### src/rtl/fb_packet_fifo_pkg.sv
// Shared frontend/backend packet types and the default FIFO depth.
package bundle;

   localparam int FB_FIFO_DEPTH = 8;

   typedef struct packed {
      logic        valid;
      logic [31:0] pc;
      logic [31:0] instr;
   } frontend_packet_t;

endpackage

### src/rtl/fb_packet_fifo_if.sv
// Frontend-to-backend packet channel: the frontend push side and the backend pop side.
interface fb_packet_fifo_if
   import bundle::*;
#(
   parameter int PTR_W = $clog2(FB_FIFO_DEPTH)
);

   logic             flush;
   frontend_packet_t in_packet;
   logic             frontend_busy;
   logic             backend_busy;
   frontend_packet_t out_packet;
   logic             out_valid;
   logic             out_ready;
   logic [PTR_W:0]   count;

   modport master (
      output flush, in_packet, frontend_busy, out_ready,
      input  backend_busy, out_packet, out_valid, count
   );

   modport slave (
      input  flush, in_packet, frontend_busy, out_ready,
      output backend_busy, out_packet, out_valid, count
   );

endinterface

### src/rtl/fb_packet_fifo.sv
// Packet FIFO between the frontend ISU stage and the backend, first-word fall-through.
// Latency: enqueue to out_valid is one cycle; no empty-queue bypass.
// Backpressure: backend_busy is the registered full flag; a full queue never accepts, even while popping.
module fb_packet_fifo
   import bundle::*;
#(
   parameter int DEPTH = FB_FIFO_DEPTH,
   parameter int PTR_W = $clog2(DEPTH)
) (
   input  logic               clk,
   input  logic               rst,
   fb_packet_fifo_if.slave    fifo_if
);

   localparam logic [PTR_W:0]   FULL_CNT = (PTR_W+1)'(DEPTH);
   localparam logic [PTR_W:0]   CNT_ONE  = 1;
   localparam logic [PTR_W-1:0] PTR_ONE  = 1;

   frontend_packet_t storage [DEPTH];
   logic [PTR_W-1:0] head;
   logic [PTR_W-1:0] tail;
   logic [PTR_W:0]   count_q;

   logic full;
   logic empty;
   logic enq;
   logic deq;

   // full depends only on the count register, so backend_busy has no comb path from inputs
   assign full  = (count_q == FULL_CNT);
   assign empty = (count_q == '0);

   assign enq = fifo_if.in_packet.valid & ~fifo_if.frontend_busy & ~full & ~fifo_if.flush;
   assign deq = ~empty & fifo_if.out_ready & ~fifo_if.flush;

   always_ff @(posedge clk or posedge rst) begin
      if (rst) begin
         head    <= '0;
         tail    <= '0;
         count_q <= '0;
      end else if (fifo_if.flush) begin
         head    <= '0;
         tail    <= '0;
         count_q <= '0;
      end else begin
         if (enq) begin
            tail <= tail + PTR_ONE;
         end
         if (deq) begin
            head <= head + PTR_ONE;
         end
         case ({enq, deq})
            2'b10:   count_q <= count_q + CNT_ONE;
            2'b01:   count_q <= count_q - CNT_ONE;
            default: count_q <= count_q;
         endcase
      end
   end

   // Payload needs no reset: an entry is only visible while count covers it.
   always_ff @(posedge clk) begin
      if (enq) begin
         storage[tail] <= fifo_if.in_packet;
      end
   end

   assign fifo_if.out_valid    = ~empty;
   assign fifo_if.out_packet   = empty ? '0 : storage[head];
   assign fifo_if.backend_busy = full;
   assign fifo_if.count        = count_q;

endmodule
### src/flat_wrapper.sv
// flat-port wrapper written by rule: the top's interface ports become plain ports
module fb_packet_fifo_flat import bundle::*;
#(
   parameter int DEPTH = FB_FIFO_DEPTH,
   parameter int PTR_W = $clog2(DEPTH)
)
  (clk, rst, fifo_if_flush, fifo_if_in_packet, fifo_if_frontend_busy, fifo_if_out_ready, fifo_if_backend_busy, fifo_if_out_packet, fifo_if_out_valid, fifo_if_count);
  fb_packet_fifo_if #(.PTR_W(PTR_W)) fifo_if_i ();
  input  logic clk;
  input  logic rst;
  input wire logic [$bits(fifo_if_i.flush)-1:0] fifo_if_flush;
  input wire logic [$bits(fifo_if_i.in_packet)-1:0] fifo_if_in_packet;
  input wire logic [$bits(fifo_if_i.frontend_busy)-1:0] fifo_if_frontend_busy;
  input wire logic [$bits(fifo_if_i.out_ready)-1:0] fifo_if_out_ready;
  output wire logic [$bits(fifo_if_i.backend_busy)-1:0] fifo_if_backend_busy;
  output wire logic [$bits(fifo_if_i.out_packet)-1:0] fifo_if_out_packet;
  output wire logic [$bits(fifo_if_i.out_valid)-1:0] fifo_if_out_valid;
  output wire logic [$bits(fifo_if_i.count)-1:0] fifo_if_count;
  assign fifo_if_i.flush = fifo_if_flush;
  assign fifo_if_i.in_packet = fifo_if_in_packet;
  assign fifo_if_i.frontend_busy = fifo_if_frontend_busy;
  assign fifo_if_i.out_ready = fifo_if_out_ready;
  assign fifo_if_backend_busy = fifo_if_i.backend_busy;
  assign fifo_if_out_packet = fifo_if_i.out_packet;
  assign fifo_if_out_valid = fifo_if_i.out_valid;
  assign fifo_if_count = fifo_if_i.count;
  fb_packet_fifo #(.DEPTH(DEPTH), .PTR_W(PTR_W)) u_core (.clk(clk), .rst(rst), .fifo_if(fifo_if_i));
endmodule
### config.mk
export PLATFORM = sky130hd
export DESIGN_NAME = fb_packet_fifo_flat
export DESIGN_NICKNAME = d
export VERILOG_FILES = /design/src/rtl/fb_packet_fifo_pkg.sv /design/src/rtl/fb_packet_fifo_if.sv /design/src/rtl/fb_packet_fifo.sv /design/src/flat_wrapper.sv
export SDC_FILE = /design/constraint.sdc
export NUM_CORES = 1
export LEC_CHECK = 0
export CAP_MARGIN = 25
export CORE_MARGIN = 8
export CORE_UTILIZATION = 45
export DETAILED_ROUTE_END_ITERATION = 8
export DONT_BUFFER_PORTS = 1
export HOLD_SLACK_MARGIN = 0.02
export MAX_ROUTING_LAYER = met4
export PLACE_DENSITY = 0.7
export SLEW_MARGIN = 10
export SYNTH_ARGS = -nofsm -noshare
export SYNTH_HDL_FRONTEND = slang
export SYNTH_SLANG_ARGS = --single-unit
### constraint.sdc
create_clock -name clk -period 12.9 [get_ports clk]
set_clock_uncertainty 0.2 [all_clocks]
set_input_delay 1.29 -clock clk [delete_from_list [all_inputs] [get_ports clk]]
set_output_delay 1.29 -clock clk [all_outputs]
set_load 0.1 [all_outputs]
==> results of run 1 <==
-- final cells by class --
type,instances,area [um^2],share of cell area (%)
clock buffers,71,1436,6.193
multi-input cells,324,4471,19.27
repair buffers,33,460.4,1.985
well taps,600,750.7,3.237
flip-flops and latches,530,15880,68.45
clock inverters,22,186.4,0.8038
inverters,3,12.51,0.05395
-- cell usage after synthesis (2+ instances only) --
cell	n
a31oi_1	2
dfrtp_1	10
mux4_2	130
nand3_1	7
a21oi_1	4
inv_1	2
buf_2	17
nor2b_1	2
ha_1	4
edfxtp_1	520
xnor2_1	3
nor2_1	77
clkbuf_1	23
xor2_1	4
nand2_1	8
nor3_1	3
nor4_1	2
mux2i_1	65
buf_1	7
-- path summary, 6_finish.rpt --
check / slack [ns] / to / start
max reg2reg: 8.25 / u_core.storage[7][56] / u_core.fifo_if.count[2]
max in group asynchronous: 11.74 / u_core.head[0] / rst
min in group clk: 0.46 / u_core.tail[1] / u_core.tail[1]
min: 0.40 / u_core.fifo_if.count[3] / rst
max: 7.76 / fifo_if_out_packet[61] / u_core.head[1]
min reg2reg: 0.46 / u_core.tail[1] / u_core.tail[1]
-- sequential cells by signal (all words and copies together) (netlist names) --
signal and cells:
u_core.head 3, u_core.tail 3, u_core.fifo_if.count 4, u_core.storage 520
-- routing by layer --
metal	wire, um	up-vias	GRT usage [%]
li1	-	3835	-
met1	16800	4668	19.34
met2	20670	203	26.69
met3	2715	63	4.691
met4	833	0	4.712
met5	0	-	-
-- logic make-up (layout without fill, tap and decap cells) --
kind of cell / count (synthesis) / in the layout / synth area share, %
adder cells (fa/ha/maj): 4 / 4 / 0.2461
AND/OR/NAND/NOR: 104 / 104 / 2.159
flip-flops: 530 / 530 / 78.01
AO/OA/AOI/OAI: 13 / 13 / 0.5476
XOR/XNOR: 7 / 7 / 0.3015
multiplexers: 196 / 196 / 17.65
buffers and inverters: 51 / 129 / 1.089
-- metrics by stage --
stage	util [%]	std cells	hold slack (ns)
global route	51.55	1583	0.4049
floorplan	-	905	0.3747
finish	51.55	1583	0.3984
detailed placement	47.94	1490	0.4520
global placement	47.33	1480	0.4185
CTS	51.55	1583	0.3640
-- power by group through the flow --
stage	registers, mW	clock network (mW)	logic, mW
after global routing	1.97	1.54	1.67
after floorplan	1.99	0	1.31
final	1.96	1.44	1.61
after global placement	2.00	0	1.52
after CTS	1.97	1.48	1.63
after detailed placement	2.00	0	1.63
==> flow_summary_export.csv, run 1 <==
group,metric,value,unit
drt,routedWlPerCell,25.91,um
global_route,grt_usage,16.19,%
drt,final_antenna_net_count,0,
synth,synth_flop_cell,"edfxtp_1",
setup_path,setup.worst_path.class,"reg -> out",
setup_path,crit_arrival,3.65,ns
floorplan,rows,78,
finish,postLayoutCellArea,0.02319,mm^2
flow_run,maxCapViolations,0,
finish,drive_above_1_share,31.94,%
setup_path,worstSetupStartpointType,"flop",
synth,synth.distinct_cells,34,
synth,synth_edf_count,520,
global_route,grt_overflow,0,
synth,synth.avg_cell_area,22.47,um^2
sta,setup-tns-final,0,ns
clocking,postCtsSetupBuffers,0,
setup_path,crit_path_cell_trace,"buf_4, mux4_2, mux2i_1, nor2_2",
global_route,grt_pass1_vias,9500,
drt,vias_per_cell,5.539,
finish,final_cell_mix,"edfxtp_1 (520), mux4_2 (130), mux2i_1 (65), nor2_2 (65), clkbuf_16 (55)",
finish,fillers,3475,
drt,drc_errors,0,
sta,hold_viol_final,0,
floorplan,start_util,45.21,%
synth,ys_top_cells_by_area,"edfxtp_1 (77%), mux4_2 (14%), mux2i_1 (3.2%)",
setup_path,r2r_cells,6,
synth,synthCells,905,
sta,period_share,39.84,%
floorplan,core,0.04499,mm^2
global_route,grt_pass1_wl,61610,um
synth,synth-seq-cells,530,
place,port_buffers,0,
drt,drt_wl_total,41010,um
setup_path,critPathMaxFanout,62,
place,dp_hpwl,21750,um
clocking,clock-root-buffer,"clkbuf_16",
finish,final_nets,1019,
power_and_ir_drop,leakagePower,6.912,nW
power_and_ir_drop,power.internal,3.135,mW
floorplan,die_w,228.6,um
place,place_ws,8.198,ns
power_and_ir_drop,swShare,37.40,%
clocking,cts_buffers,53,
sta,worst_pin_slew,1.098,ns
finish,n_antenna_cell,0,
setup_path,critPathCaptureType,"output port",
synth,synth_warnings,0,
clocking,htreeDepth,2,
setup_path,crit_buf_inv,1,
sta,fmax,194.6,MHz
sta,maxSlewHeadroom,26.70,%
synth,synth.cell_area,0.02034,mm^2
clocking,cts_buffer_depth,3,
synth,ys_async_sr_fraction,1.887,%
clocking,clk-insertion-delay-late,0.58,ns
power_and_ir_drop,ir_drop,0.0001953,V
floorplan,die_h,228.6,um
place,gp_congestion,0.7142,
global_route,antenna_found_initial,0,
power_and_ir_drop,power_frac_seq,39.2,%
sta,period_minus_slack,5.139,ns
worst_hold_path,hp-class,"in -> async",
setup_path,cp_slowest_cell,"nor2_2",
setup_path,crit_family,"simple AND/OR/NAND/NOR gates",
status,status,"completed",
place,postPlaceCellArea,0.02157,mm^2
finish,syn_to_final_growth,14.04,%
setup_path,slowest_delay,0.88,ns
synth,yosys.area.top_type,"edfxtp_1",
power_and_ir_drop,finalPower,5.007,mW
floorplan,die-area,0.05226,mm^2
clocking,post_cts_resized,0,
drt,drtIter0Drc,614,
power_and_ir_drop,pwr-share-comb,32.1,%
synth,ys_seq_area_share,78.01,%
floorplan,io_pins,141,
clocking,clkTransAtPathRegs,0.06,ns
drt,first_pass_iters,4,
clocking,cts_tree,"built",
global_route,grt_max_degree,103,
sta,rsz0062_at_grt,"false",
power_and_ir_drop,switchingPower,1.873,mW
clocking,hold_buffers,0,
power_and_ir_drop,pwr-share-clk,28.7,%
setup_path,path_depth,4,
clocking,clkSinkCount,530,
power_and_ir_drop,cellPowerDensity,215.9,mW/mm^2
sta,worst_slack,7.761,ns
setup_path,required,11.41,ns
finish,final_common_cell,"edfxtp_1",
synth,yosysTopAreaCellShare,76.78,%
synth,syn-num-nets,979,
sta,slew_viol_final,0,
sta,finalSetupViolCount,0,
drt,dr_total_vias,8769,
No activity file was read; power rests on OpenSTA's default activity.
==> inputs of run 2 (changes only) <==
- clock period: 12.9 -> 4.9 ns (I/O delays scaled with it)
==> run 2 against run 1 <==
Largest power group unchanged; via count is 5.8% higher; clock power grew to 2.8 times the previous value; highest routed layer unchanged; total power grew to 2.7 times the previous value; flip-flop and latch count stayed put; clock-buffer cell count is 7 lower; cell area is 3.3% higher; die area stayed put; global-route usage is 0.11 points lower; worst hold slack worse by 0.31 ns; sequential share of layout area is 2.2 points lower; sequential power grew to 2.6 times the previous value.
==> flow_summary_export.csv, run 2 (synthesis results as in run 1) <==
group,metric,value,unit
sta,holdWs,0.08634,ns
clocking,clock-root-buffer,"clkbuf_16",
drt,m1WireLength,17910,um
finish,final_common_cell,"edfxtp_1",
sta,worst_slack,1.067,ns
clocking,cts_buffer_depth,3,
drt,dr_wl_met3,2413,um
global_route,grt_pass1_vias,9809,
setup_path,required,4.89,ns
sta,fmax,260.9,MHz
setup_path,worstSetupStartpointType,"flop",
finish,final_nets,1098,
drt,final_antenna_net_count,0,
setup_path,critPathCaptureType,"flop",
global_route,grt_pass1_wl,62040,um
sta,setup-tns-final,0,ns
floorplan,core,0.04499,mm^2
place,port_buffers,0,
power_and_ir_drop,switchingPower,5.032,mW
floorplan,io_pins,141,
drt,first_pass_iters,5,
power_and_ir_drop,pwr-share-comb,30.9,%
sta,rsz0062_at_grt,"false",
power_and_ir_drop,power.internal,8.410,mW
power_and_ir_drop,leakagePower,7.273,nW
floorplan,start_util,45.21,%
finish,largest_reg_flops,520,
global_route,grt_max_degree,87,
clocking,cts_buffers,53,
power_and_ir_drop,cellPowerDensity,560.8,mW/mm^2
sta,finalSetupViolCount,0,
floorplan,die-area,0.05226,mm^2
floorplan,die_w,228.6,um
clocking,htreeDepth,2,
power_and_ir_drop,swShare,37.43,%
sta,period_minus_slack,3.833,ns
place,place_ws,1.045,ns
clocking,clkTransAtPathRegs,0.06,ns
setup_path,crit_arrival,3.83,ns
power_and_ir_drop,pwr-share-clk,30.5,%
power_and_ir_drop,finalPower,13.44,mW
global_route,antenna_found_initial,3,
place,gp_congestion,0.7143,
drt,vias_per_cell,5.553,
power_and_ir_drop,power_frac_seq,38.6,%
sta,slew_viol_final,0,
drt,drc_errors,0,
sta,maxSlewHeadroom,26.85,%
clocking,post_cts_resized,0,
floorplan,rows,78,
worst_hold_path,hp-class,"in -> reg",
clocking,clk-insertion-delay-late,0.57,ns
place,dp_hpwl,24060,um
floorplan,die_h,228.6,um
drt,drtIter0Drc,811,
drt,wl_met2,20490,um
setup_path,setup.worst_path.class,"reg -> reg",
drt,drt_wl_total,41580,um
drt,routedWlPerCell,24.90,um
finish,syn_to_final_growth,17.85,%
sta,worst_pin_slew,1.096,ns
finish,final_cell_mix,"edfxtp_1 (520), mux4_2 (130), dlygate4sd3_1 (70), mux2i_1 (65), nor2_2 (65)",
clocking,postCtsSetupBuffers,0,
drt,dr_total_vias,9274,
drt,top_layer,"met4",
global_route,grt_overflow,0,
status,status,"completed",
clocking,clkSinkCount,530,
clocking,hold_buffers,70,
global_route,grt_usage,16.08,%
finish,drive_above_1_share,31.71,%
setup_path,critPathMaxFanout,47,
sta,period_share,78.22,%
power_and_ir_drop,ir_drop,0.0004796,V
clocking,cts_tree,"built",
sta,hold_viol_final,0,
finish,top_register,"u_core.storage",
flow_run,maxCapViolations,0,
run 2: worst max-delay path: stages, from the launching register on:
cell and delay [ns]:
dfrtp_2 0.82, or4b_4 0.28, clkinv_2 0.40, nor2_1 0.41, nand2_1 0.29, nor4_4 0.36
buf_4 0.64
run 2: power groups by stage:
stage | logic [mW] | clock network [mW] | registers, mW
floorplan | 3.44 | 0 | 5.24
global placement | 4.09 | 0 | 5.28
detailed placement | 4.11 | 0 | 5.29
CTS | 4.22 | 4.18 | 5.19
global route | 4.32 | 4.35 | 5.19
finish | 4.16 | 4.10 | 5.18
run 2: area by class of cell:
class,count,area [um^2]
Fill cell,3390,21020
Sequential cell,530,15880
Multi-Input combinational cell,324,4488
Clock buffer,64,1368
Timing Repair Buffer,112,1066
Tap cell,600,750.7
Clock inverter,33,394.1
Inverter,3,12.51
Antenna cell,4,10.01
run 2: final timing paths:
kind                                          from                    end  slack [ns]  depth (start not counted)
setup / recovery           u_core.fifo_if.count[1]  u_core.storage[4][29]        1.07                          6
hold / removal                   fifo_if_out_ready         u_core.head[0]        0.09                          3
setup reg to reg           u_core.fifo_if.count[1]  u_core.storage[4][29]        1.07                          6
hold reg to reg                     u_core.tail[1]         u_core.tail[1]        0.50                          2
max in group asynchronous                      rst         u_core.head[0]        3.94                          2
min in group asynchronous                      rst         u_core.tail[1]        0.22                          2
run 2: stage by stage:
stage                     instances  utilization (%)  instance area [um^2]
after floorplan                 905                -                 20370
after global placement         1499            47.78                 21500
after detailed placement       1499            47.78                 21500
after CTS                      1666            53.25                 23960
after global routing           1669            53.27                 23970
final                          1670            53.28                 23970
run 2: layer usage:
metal / vias up / track usage (%)
met2: 225 / 25.77
met3: 56 / 3.897
met1: 4989 / 20.61
met5: - / -
met4: 0 / 4.151
li1: 4004 / -
==> inputs of run 3 (changes only) <==
- PLACE_DENSITY: 0.7 -> 0.72
- clock period: 4.9 -> 3.28 ns (I/O delays scaled with it)
==> run 3 against run 2 <==
Non-clock buffer count increased by 66; global-route usage decreased by 0.11 points; die area unchanged; sequential power increased by 47%; combinational power increased by 70%; critical path depth unchanged; worst hold slack improved by 0.045 ns; critical endpoint is now fifo_if_out_packet[24]; largest power group unchanged.
==> flow_summary_export.csv, run 3 (synthesis results as in run 1) <==
group,metric,value,unit
clocking,cts_buffer_depth,3,
place,port_buffers,0,
power_and_ir_drop,leakagePower,7.601,nW
clocking,cts_tree,"built",
finish,final_cell_mix,"edfxtp_1 (520), mux4_2 (130), buf_4 (85), dlygate4sd3_1 (74)",
sta,slew_viol_final,0,
setup_path,required,2.75,ns
place,postPlaceCellArea,0.02218,mm^2
sta,period_share,96.74,%
drt,vias_per_cell,5.494,
sta,worst_slack,0.1069,ns
global_route,grt_pass1_vias,10130,
sta,period_minus_slack,3.173,ns
sta,maxSlewHeadroom,50.90,%
finish,syn_to_final_growth,20.92,%
clocking,cts_buffers,51,
setup_path,setup.worst_path.class,"reg -> out",
sta,hold_viol_final,0,
finish,final_core_utilization,54.66,%
finish,seq_area,0.01589,mm^2
floorplan,die-area,0.05226,mm^2
finish,top_register,"u_core.storage",
place,place_ws,0.4126,ns
finish,multi_input_area,0.004522,mm^2
clocking,post_cts_resized,0,
drt,drtIter0Drc,542,
drt,final_antenna_net_count,0,
place,dp_hpwl,22330,um
floorplan,die_w,228.6,um
floorplan,die_h,228.6,um
floorplan,start_util,45.21,%
drt,routedWlPerCell,23.81,um
flow_run,maxCapViolations,0,
clocking,clkTransAtPathRegs,0.06,ns
status,status,"completed",
sta,finalSetupViolCount,0,
drt,first_pass_iters,5,
finish,drive_above_1_share,35.37,%
clocking,clock-root-buffer,"clkbuf_16",
clocking,clkSinkCount,530,
finish,largest_reg_flops,520,
finish,final_common_cell,"edfxtp_1",
floorplan,core,0.04499,mm^2
place,gp_congestion,0.7665,
drt,dr_total_vias,9526,
global_route,antenna_found_initial,3,
sta,worst_pin_slew,0.7365,ns
finish,fillers,3304,
place,place_inst,1558,
finish,postLayoutCellArea,0.02459,mm^2
finish,finalNonFillerCells,1734,
global_route,grt_pass1_wl,62100,um
sta,rsz0062_at_grt,"false",
finish,final_nets,1162,
global_route,grt_max_degree,42,
power_and_ir_drop,ir_drop,0.0008693,V
sta,fmax,315.2,MHz
floorplan,rows,78,
drt,drt_wl_total,41280,um
clocking,htreeDepth,2,
floorplan,io_pins,141,
worst_hold_path,hp-class,"in -> reg",
power_and_ir_drop,cellPowerDensity,828.8,mW/mm^2
setup_path,worstSetupStartpointType,"flop",
setup_path,critPathCaptureType,"output port",
clocking,clk-insertion-delay-late,0.57,ns
setup_path,crit_arrival,2.65,ns
setup_path,critPathMaxFanout,28,
drt,drc_errors,0,
global_route,grt_overflow,0,
global_route,grt_usage,15.98,%
## run 3: changes by cell type in the layout (fill, tap and decap cells not counted), moves of 4 or more
cell           previous run  this run
clkinv_1                  7        12
dlygate4sd3_1            70        74
bufinv_16                 9         4
buf_12                    4        19
dfrtp_4                   3         7
buf_4                    38        85
## run 3: path summary, 6_finish.rpt
kind / from / end / slack (ns) / cells past startpoint
setup / recovery: u_core.fifo_if.count[0] / fifo_if_out_packet[24] / 0.11 / 6
hold reg to reg: u_core.tail[0] / u_core.tail[0] / 0.52 / 2
min in group asynchronous: rst / u_core.fifo_if.count[0] / 0.58 / 3
max in group asynchronous: rst / u_core.head[2] / 1.93 / 3
setup reg to reg: u_core.fifo_if.count[0] / u_core.fifo_if.count[1] / 0.35 / 6
hold / removal: fifo_if_flush / u_core.storage[0][64] / 0.13 / 3
## run 3: layout make-up
class | instances | area share, %
inverters | 3 | 0.09667
multi-input cells | 324 | 18.39
flip-flops and latches | 530 | 64.62
repair buffers | 178 | 7.153
diodes | 3 | 0.03053
clock inverters | 35 | 1.191
well taps | 600 | 3.053
clock buffers | 61 | 5.469
## run 3: power by group
| part | total [mW] | switching [mW] | leakage [nW] | internal, mW |
|---|---|---|---|---|
| Combinational | 7.09 | 5.15 | 2.00 | 1.94 |
| Clock | 5.66 | 2.41 | 0.796 | 3.25 |
| Sequential | 7.64 | 0.0906 | 4.81 | 7.55 |
| Total | 20.4 | 7.65 | 7.60 | 12.7 |
## run 3: per-stage QoR
stage | total power, mW | hold slack, ns | setup TNS (ns)
after global placement | 14.73 | 0.01397 | 0
after floorplan | 12.99 | -0.03174 | -218.26
final | 20.38 | 0.1314 | 0
after global routing | 21.05 | 0.1122 | 0
after detailed placement | 14.77 | 0.02404 | 0
after CTS | 20.61 | 0.1122 | 0
## run 3: per-layer routing
layer / share of wire [%] / GRT usage, % / wire length (um) / vias up
li1: - / - / - / 4135
met5: 0 / - / 0 / -
met4: 1.7 / 3.910 / 703 / 0
met2: 50 / 25.88 / 20650 / 241
met1: 43 / 20.82 / 17820 / 5091
met3: 5.1 / 3.127 / 2106 / 59
## run 3: timing repair
item	4_1_cts	5_1_grt
setup endpoints to repair	1	0
buffers inserted	3	0
hold buffers	74	0
endpoints found under the hold margin	615	0
## run 3: critical path, cell delays in order (launching register included)
cell	delay, ns
dfrtp_4	0.49
buf_4	0.26
nor4_2	0.40
buf_12	0.27
buf_12	0.27
nor2_2	0.09
buf_4	0.24
